`src/rtl/mem_arbiter.sv`:
```
// ---------------------------------------------------------------------------
// mem_arbiter
//   Shares one single-port, fixed-latency memory between the instruction-fetch
//   port (read only) and the load/store port of the core. Requests are granted
//   combinationally while idle. A tie goes to the port that did not win last
//   time. Each access is then sequenced through a latency counter until its
//   response strobe is issued.
//
// Parameters
//   AW       address width
//   DW       data width
//   MEM_LAT  cycles from m_en to m_rdata valid (legal range 1..15)
//
// Ports
//   clk, rst                  clock; asynchronous active-low reset
//   i_req/i_addr              fetch request and address
//   i_gnt/i_rvalid/i_rdata    fetch accept strobe, data-valid strobe, data
//   d_req/d_we/d_addr/d_wdata data request, store enable, address, store data
//   d_gnt/d_rvalid/d_rdata    data accept strobe, load-valid/store-ack, data
//   m_en/m_we/m_addr/m_wdata  memory strobe, write, address, write data
//   m_rdata                   memory read data, MEM_LAT cycles after m_en
//   busy                      a transaction is in flight
// ---------------------------------------------------------------------------
module mem_arbiter #(
    parameter int AW      = 32,
    parameter int DW      = 32,
    parameter int MEM_LAT = 2
) (
    input  logic          clk,
    input  logic          rst,
    input  logic          i_req,
    input  logic [AW-1:0] i_addr,
    output logic          i_gnt,
    output logic          i_rvalid,
    output logic [DW-1:0] i_rdata,
    input  logic          d_req,
    input  logic          d_we,
    input  logic [AW-1:0] d_addr,
    input  logic [DW-1:0] d_wdata,
    output logic          d_gnt,
    output logic          d_rvalid,
    output logic [DW-1:0] d_rdata,
    output logic          m_en,
    output logic          m_we,
    output logic [AW-1:0] m_addr,
    output logic [DW-1:0] m_wdata,
    input  logic [DW-1:0] m_rdata,
    output logic          busy
);

    typedef enum logic {
        ST_IDLE,
        ST_WAIT
    } state_t;

    localparam logic [3:0] LAT = 4'(MEM_LAT);

    state_t     r_state;
    logic [3:0] r_cnt;
    logic       r_owner;       // 0 = instruction port, 1 = data port
    logic       r_last_owner;  // winner of the previous grant, for tie-breaks
    logic       r_is_store;    // in-flight data access is a store (ack carries no data)

    logic w_pick_d;
    logic w_grant;
    logic w_done;

    // Data wins when it is the only requester, or on a tie when the previous
    // grant went to the instruction port.
    assign w_pick_d = d_req & (~i_req | ~r_last_owner);

    // The request inputs reach the grant path combinationally, so the grant is
    // qualified with rst to keep every output at 0 while reset is held.
    assign w_grant  = rst & (r_state == ST_IDLE) & (i_req | d_req);
    assign w_done   = (r_state == ST_WAIT) & (r_cnt == 4'd1);

    assign i_gnt    = w_grant & ~w_pick_d;
    assign d_gnt    = w_grant & w_pick_d;
    assign m_en     = w_grant;
    assign m_we     = d_gnt & d_we;
    assign m_addr   = w_grant ? (w_pick_d ? d_addr : i_addr) : '0;
    assign m_wdata  = d_gnt ? d_wdata : '0;

    assign busy     = (r_state == ST_WAIT);
    assign i_rvalid = w_done & ~r_owner;
    assign d_rvalid = w_done & r_owner;
    assign i_rdata  = i_rvalid ? m_rdata : '0;
    assign d_rdata  = (d_rvalid & ~r_is_store) ? m_rdata : '0;

    // NOTE: state uses non-blocking assignments so every register samples the
    // pre-edge values; blocking here would let later lines see updated state.
    always_ff @(posedge clk or negedge rst) begin
        if (!rst) begin
            r_state      <= ST_IDLE;
            r_cnt        <= 4'd0;
            r_owner      <= 1'b0;
            r_last_owner <= 1'b0;
            r_is_store   <= 1'b0;
        end else begin
            case (r_state)
                ST_IDLE: begin
                    if (w_grant) begin
                        r_state      <= ST_WAIT;
                        r_cnt        <= LAT;
                        r_owner      <= w_pick_d;
                        r_last_owner <= w_pick_d;
                        r_is_store   <= w_pick_d & d_we;
                    end
                end
                ST_WAIT: begin
                    r_cnt <= r_cnt - 4'd1;
                    if (r_cnt == 4'd1) begin
                        r_state <= ST_IDLE;
                    end
                end
                default: r_state <= ST_IDLE;
            endcase
        end
    end

endmodule

```
`config.mk`:
```
export PLATFORM = sky130hd
export DESIGN_NAME = mem_arbiter
export DESIGN_NICKNAME = d
export VERILOG_FILES = /design/src/rtl/mem_arbiter.sv
export SDC_FILE = /design/constraint.sdc
export NUM_CORES = 1
export LEC_CHECK = 0
export ABC_AREA = 1
export BUFFER_PORTS_ARGS = -buffer_cell sky130_fd_sc_hd__buf_2
export CAP_MARGIN = 20
export CORE_AREA = 2 2 103 105
export CTS_CLUSTER_SIZE = 14
export DETAILED_ROUTE_END_ITERATION = 10
export DIE_AREA = 0 0 105 107
export PLACE_DENSITY = 0.57
export SLEW_MARGIN = 20
export SYNTH_ARGS = -nofsm -noshare
export SYNTH_HDL_FRONTEND = slang
export SYNTH_SLANG_ARGS = --single-unit
```
`constraint.sdc`:
```
create_clock -name clk -period 1.4 [get_ports clk]
set_clock_uncertainty 0.2 [all_clocks]
set_input_delay 0.14 -clock clk [delete_from_list [all_inputs] [get_ports clk]]
set_output_delay 0.14 -clock clk [all_outputs]
set_load 0.02 [all_outputs]
```
==> flow_metrics.py, run 1 <==
metrics = {
    "final_layout": {
        "diodes": 0,
        "layout.cells.non_filler": 784,
        "final_common_cell": "buf_2",
        "layout.nets": 784,
        "fin_util_pct": 60.7,
        "nFillCells": 827,
        "drive_gt1_share_pct": 83.3,
        "layout_common_cells": "buf_2 (132), buf_6 (121), inv_1 (72), nor2_4 (72), buf_4 (44)",
        "syn_to_final_growth_pct": 262,
    },
    "min_path": {
        "whs_endpoint": "r_is_store$_DFFE_PN0P_",
        "min_delay_path_depth": 4,
        "min_from": "d_we",
        "hold_class": "input pin to register",
    },
    "logic_synthesis": {
        "ys_types": 21,
        "syn_area_per_cell_um2": 4.98,
        "yosysSeqAreaShare_pct": 10.3,
        "synth_seq_cells": 7,
        "yosys_warnings": 0,
        "syn_inst": 340,
        "synth.net_count": 475,
        "syn_area_um2": 1690,
    },
    "job": {
        "cap_viol_max_count": 0,
    },
    "clocking": {
        "clock_path_buffers": 2,
        "cts_buffers": 3,
        "numClockSinks": 7,
        "clkLatencyLatePin_ns": 0.22,
        "clk_transition_reported_paths_ns": 0.04,
        "cts_tree": "yes",
        "cts_root_buffer": "clkbuf_8",
        "htreeDepth": 1,
    },
    "setup_path": {
        "worstPathRequired_ns": 1.06,
        "r2r-end": "r_cnt[2]$_DFFE_PN0P_",
        "critPathLaunchType": "register",
        "worstSetupPathType": "register to output port",
        "r2r_start": "busy$_DFF_PN0_",
        "crit_path_max_fanout": 8,
        "r2r_slack_ns": -0.14,
        "end_kind": "output port",
        "cp.arrival_ns": 1.58,
        "reg2regPathDepth": 7,
    },
    "global_routing": {
        "grt_start_max_net_pins": 33,
        "overflow": 0,
        "first_global_vias": 3609,
        "grt_first_pass_wirelength_mm": 17.6,
        "grtUsageTotal_pct": 19.4,
        "antenna_found_initial": 0,
    },
    "die": {
        "io_pins": 268,
        "die_w_um": 105,
        "num_rows": 37,
        "core_area_um2": 10100,
        "die_h_um": 107,
        "die_area_um2": 11200,
        "start_util_pct": 16.8,
    },
    "route": {
        "vias_per_cell": 4.36,
        "drc": 0,
        "post_drt_wl_per_cell_um": 15.5,
        "postRouteWirelength_mm": 12.2,
        "drtIter0Drc": 152,
        "num_vias": 3418,
        "first_pass_iters": 4,
        "ant_nets": 0,
    },
    "power": {
        "irDropWorstVdd_mv": 0.750,
        "p_per_area_nw_per_um2": 882,
        "power_leakage_nw": 3.02,
    },
    "sta": {
        "whs_ns": 0.0812,
        "setup_violations": 141,
        "min_period_over_period_pct": 137,
        "rsz0062_at_grt": "yes",
        "slew_headroom_pct": 75.0,
        "tns_ns": -60.87,
        "drv_slew": 0,
        "hold_viol": 0,
        "fin_crit_ns": 1.92,
        "worstMarginPinSlew_ns": 0.375,
        "timing.fmax_ghz": 0.520,
        "layout_setup_ws_ns": -0.521,
    },
    "placed_design": {
        "dpl.cell_count": 749,
        "dpl.hpwl_mm": 7.04,
        "portBuffers": 267,
        "gp_congestion": 0.777,
        "dp_slack_ns": -0.298,
    },
    "run_status": {
        "violations": "setup timing",
        "status": "finished, violations left",
    },
}
## sequential cells by signal, indices dropped and copies added, names as in the netlist
name,cells
busy,1
r_is_store,1
r_cnt,4
r_last_owner,1
## area by class of cell
| cell class | instances | area [µm²] | share of cell area, % |
|---|---|---|---|
| multi-input cells | 232 | 2410 | 39.3 |
| clock buffers | 4 | 45.0 | 0.735 |
| well taps | 136 | 170 | 2.78 |
| repair buffers | 326 | 3010 | 49.1 |
| inverters | 79 | 317 | 5.17 |
| flip-flops and latches | 7 | 176 | 2.88 |
## worst max path at each step
stage / startpoint / slack (ns) / endpoint / cells after the start
floorplan: busy$_DFF_PN0_ / -0.23 / m_wdata[10] / 6
global placement: r_cnt[1]$_DFFE_PN0P_ / -0.24 / i_rdata[20] / 8
detailed placement: r_cnt[1]$_DFFE_PN0P_ / -0.30 / d_rdata[11] / 8
CTS: r_cnt[1]$_DFFE_PN0P_ / -0.50 / i_rdata[12] / 8
global route: busy$_DFF_PN0_ / -0.58 / m_wdata[17] / 8
finish: busy$_DFF_PN0_ / -0.52 / m_wdata[17] / 8
## report_power, final
part	internal [mW]	total [mW]	switching (mW)
sequential	0.309	0.413	0.104
clock	0.196	0.276	0.0793
combinational	2.22	4.71	2.49
## cells in the mapped netlist, drive strengths merged
master | number | area, µm²
nor2 | 104 | 433
inv | 79 | 297
nand2 | 52 | 215
nand3 | 37 | 190
a21oi | 32 | 160
buf | 22 | 158
dfrtp | 7 | 175
ha | 2 | 25.0
and2 | 1 | 6.26
nand3b | 1 | 7.51
nand4 | 1 | 12.5
o21ai | 1 | 5.00
xnor2 | 1 | 8.76
## routing by layer
layer | vias to the layer above | global-route usage [%] | part of all wire, %
met3 | 19 | 3.47 | 5.9
met5 | - | 0 | 0
li1 | 1636 | - | -
met4 | 0 | 6.67 | 2.1
met1 | 1591 | 20.5 | 36
met2 | 172 | 38.3 | 56
## cell families after synthesis
kind of cell	synth area share (%)
AOI/OAI and AO/OA	9.76
and+or+nand+nor	51.1
xor gates and xnor gates	0.517
DFF	10.3
adders and majority gates	1.48
buffers and inverters	26.8
## metrics by stage
step                cell area, µm²  power, mW
CTS                           5600       4.89
global placement              3980       3.10
global route                  6130       5.71
detailed placement            3980       3.15
finish                        6130       5.40
floorplan                     2370       2.16
## critical path: stages (launching register included)
cell and delay, ns:
dfrtp_2 0.43, inv_2 0.07, nand2_2 0.06, nor2_4 0.18, nand2_8 0.09, buf_12 0.14
buf_16 0.15, nor2_4 0.12, buf_6 0.12
## repair_timing
item	CTS	global route
setup buffers	13	7
hold buffers	1	1
setup endpoints to repair	137	142
pin swaps	17	28
resized for setup	325	143
endpoints found under the hold margin	7	7
gates cloned	14	1
(Power assumes the default switching activity.)
==> run 2: changes to the inputs <==
- REMOVE_ABC_BUFFERS: default -> 1
==> run 2 against run 1 <==
The flow still finishes with violations (setup timing). Clock-buffer cell count is the same. Setup slack lost 0.0057 ns. Hold slack lost 0.013 ns. Core utilization shrank 3.3 points. Total power shrank 4.7%. Sequential power shrank 3%. Cell count grew 0.26%. Die area is the same. Combinational power shrank 5.3%. Clock power grew 2%. Critical path type unchanged. Critical endpoint is now d_rdata[2]. Largest cell class unchanged.
==> flow_metrics.py, run 2 (synthesis gave the netlist of run 1 again) <==
metrics = {
    "setup_path": {
        "cp.arrival_ns": 1.59,
        "r2r_start": "busy$_DFF_PN0_",
        "end_kind": "output port",
        "crit_path_start": "r_cnt[1]$_DFFE_PN0P_",
        "critPathTopFamily": "buffers and inverters",
        "critPathLaunchType": "register",
        "crit_path_max_fanout": 16,
        "worstSetupPathType": "register to output port",
        "slowest_delay_ns": 0.38,
        "path_cells": "inv_2 -> ha_4 -> nand2_4 -> inv_4 -> nand4_4 -> clkbuf_16 -> nor2_1 -> buf_4",
        "cp_slowest_cell": "dfrtp_1",
        "crit_buf_inv": 4,
        "worstPathRequired_ns": 1.06,
    },
    "global_routing": {
        "grt_first_pass_wirelength_mm": 14.2,
        "grt_start_max_net_pins": 34,
        "overflow": 0,
        "first_global_vias": 3024,
        "antenna_found_initial": 1,
        "grtUsageTotal_pct": 15.3,
    },
    "sta": {
        "whs_ns": 0.0682,
        "fin_crit_ns": 1.93,
        "rsz0062_at_grt": "yes",
        "worstMarginPinSlew_ns": 0.297,
        "tns_ns": -57.77,
        "drv_slew": 0,
        "timing.fmax_ghz": 0.519,
        "hold_viol": 0,
        "setup_violations": 138,
        "min_period_over_period_pct": 138,
        "slew_headroom_pct": 80.2,
        "layout_setup_ws_ns": -0.527,
    },
    "final_layout": {
        "fin_util_pct": 57.4,
        "regMostFlops": "r_cnt",
        "drive_gt1_share_pct": 80.3,
        "stdcell_area_um2": 5800,
        "syn_to_final_growth_pct": 242,
        "layout_common_cells": "buf_2 (132), buf_6 (104), inv_1 (71), nor2_4 (69), buf_4 (63)",
        "largest_reg_flops": 4,
        "layout.nets": 785,
        "nFillCells": 888,
        "final_common_cell": "buf_2",
        "layout.cells.non_filler": 786,
    },
    "min_path": {
        "hold_class": "input pin to register",
        "min_from": "d_we",
    },
    "placed_design": {
        "dpl.hpwl_mm": 6.66,
        "dpl.cell_count": 750,
        "dp_slack_ns": -0.238,
        "placed_cell_area_um2": 3330,
        "gp_congestion": 0.793,
        "portBuffers": 267,
    },
    "clocking": {
        "clkLatencyLatePin_ns": 0.23,
        "cts_tree": "yes",
        "cts_root_buffer": "clkbuf_8",
        "clk_transition_reported_paths_ns": 0.04,
        "cts_buffers": 3,
        "htreeDepth": 1,
        "clock_path_buffers": 2,
        "numClockSinks": 7,
    },
    "route": {
        "post_drt_wl_per_cell_um": 15.4,
        "postRouteWirelength_mm": 12.1,
        "drc": 0,
        "num_vias": 3377,
        "first_pass_iters": 4,
        "vias_per_cell": 4.30,
        "ant_nets": 0,
        "drtIter0Drc": 86,
    },
    "die": {
        "die_h_um": 107,
        "start_util_pct": 16.8,
        "core_area_um2": 10100,
        "die_area_um2": 11200,
        "num_rows": 37,
        "die_w_um": 105,
        "io_pins": 268,
    },
    "power": {
        "power_leakage_nw": 2.99,
        "irDropWorstVdd_mv": 0.450,
        "p_per_area_nw_per_um2": 888,
        "p_total_mw": 5.15,
    },
    "job": {
        "cap_viol_max_count": 0,
    },
    "run_status": {
        "violations": "setup timing",
        "status": "finished, violations left",
    },
}
run 2: worst register-to-register path, delay by kind of cell, from the launching register on:
kind	cells	cell delay, ns
AND/OR/NAND/NOR	4	0.35
buffers and inverters	4	0.41
flip-flops	1	0.41
run 2: cell type report:
type	count	area (µm²)	share of cell area [%]
Antenna cell	1	2.50	0.0432
Clock buffer	4	45.0	0.777
Inverter	79	307	5.29
Multi-Input combinational cell	232	2190	37.8
Sequential cell	7	175	3.02
Tap cell	136	170	2.94
Timing Repair Buffer	327	2910	50.1
run 2: report_power, final:
group	internal, mW	switching (mW)	leakage, nW	total (mW)
logic	2.12	2.35	2.88	4.46
clock network	0.197	0.0850	0.0228	0.282
registers	0.306	0.0955	0.0831	0.402
total	2.62	2.53	2.99	5.15
run 2: metal layers:
metal	part of all wire, %	track usage [%]
met3	6.5	2.98
met5	0	0
met1	31	14.7
met4	2.6	4.86
met2	59	32.1
run 2: worst paths after layout:
check | end | slack (ns) | cells past startpoint
min reg2reg | r_is_store$_DFFE_PN0P_ | 0.30 | 2
min | r_is_store$_DFFE_PN0P_ | 0.07 | 4
min in group asynchronous | r_last_owner$_DFFE_PN0P_ | 0.42 | 4
max in group asynchronous | r_cnt[2]$_DFFE_PN0P_ | 0.48 | 4
max | d_rdata[2] | -0.53 | 8
max reg2reg | r_is_store$_DFFE_PN0P_ | -0.04 | 8
run 2: timing repair:
item | 4_1_cts | 5_1_grt
pin swaps | 8 | 46
gates resized for setup | 234 | 307
buffers inserted | 12 | 6
hold buffers | 1 | 1
gates cloned | 6 | 10
hold endpoints to repair | 7 | 7
setup endpoints to repair | 134 | 141
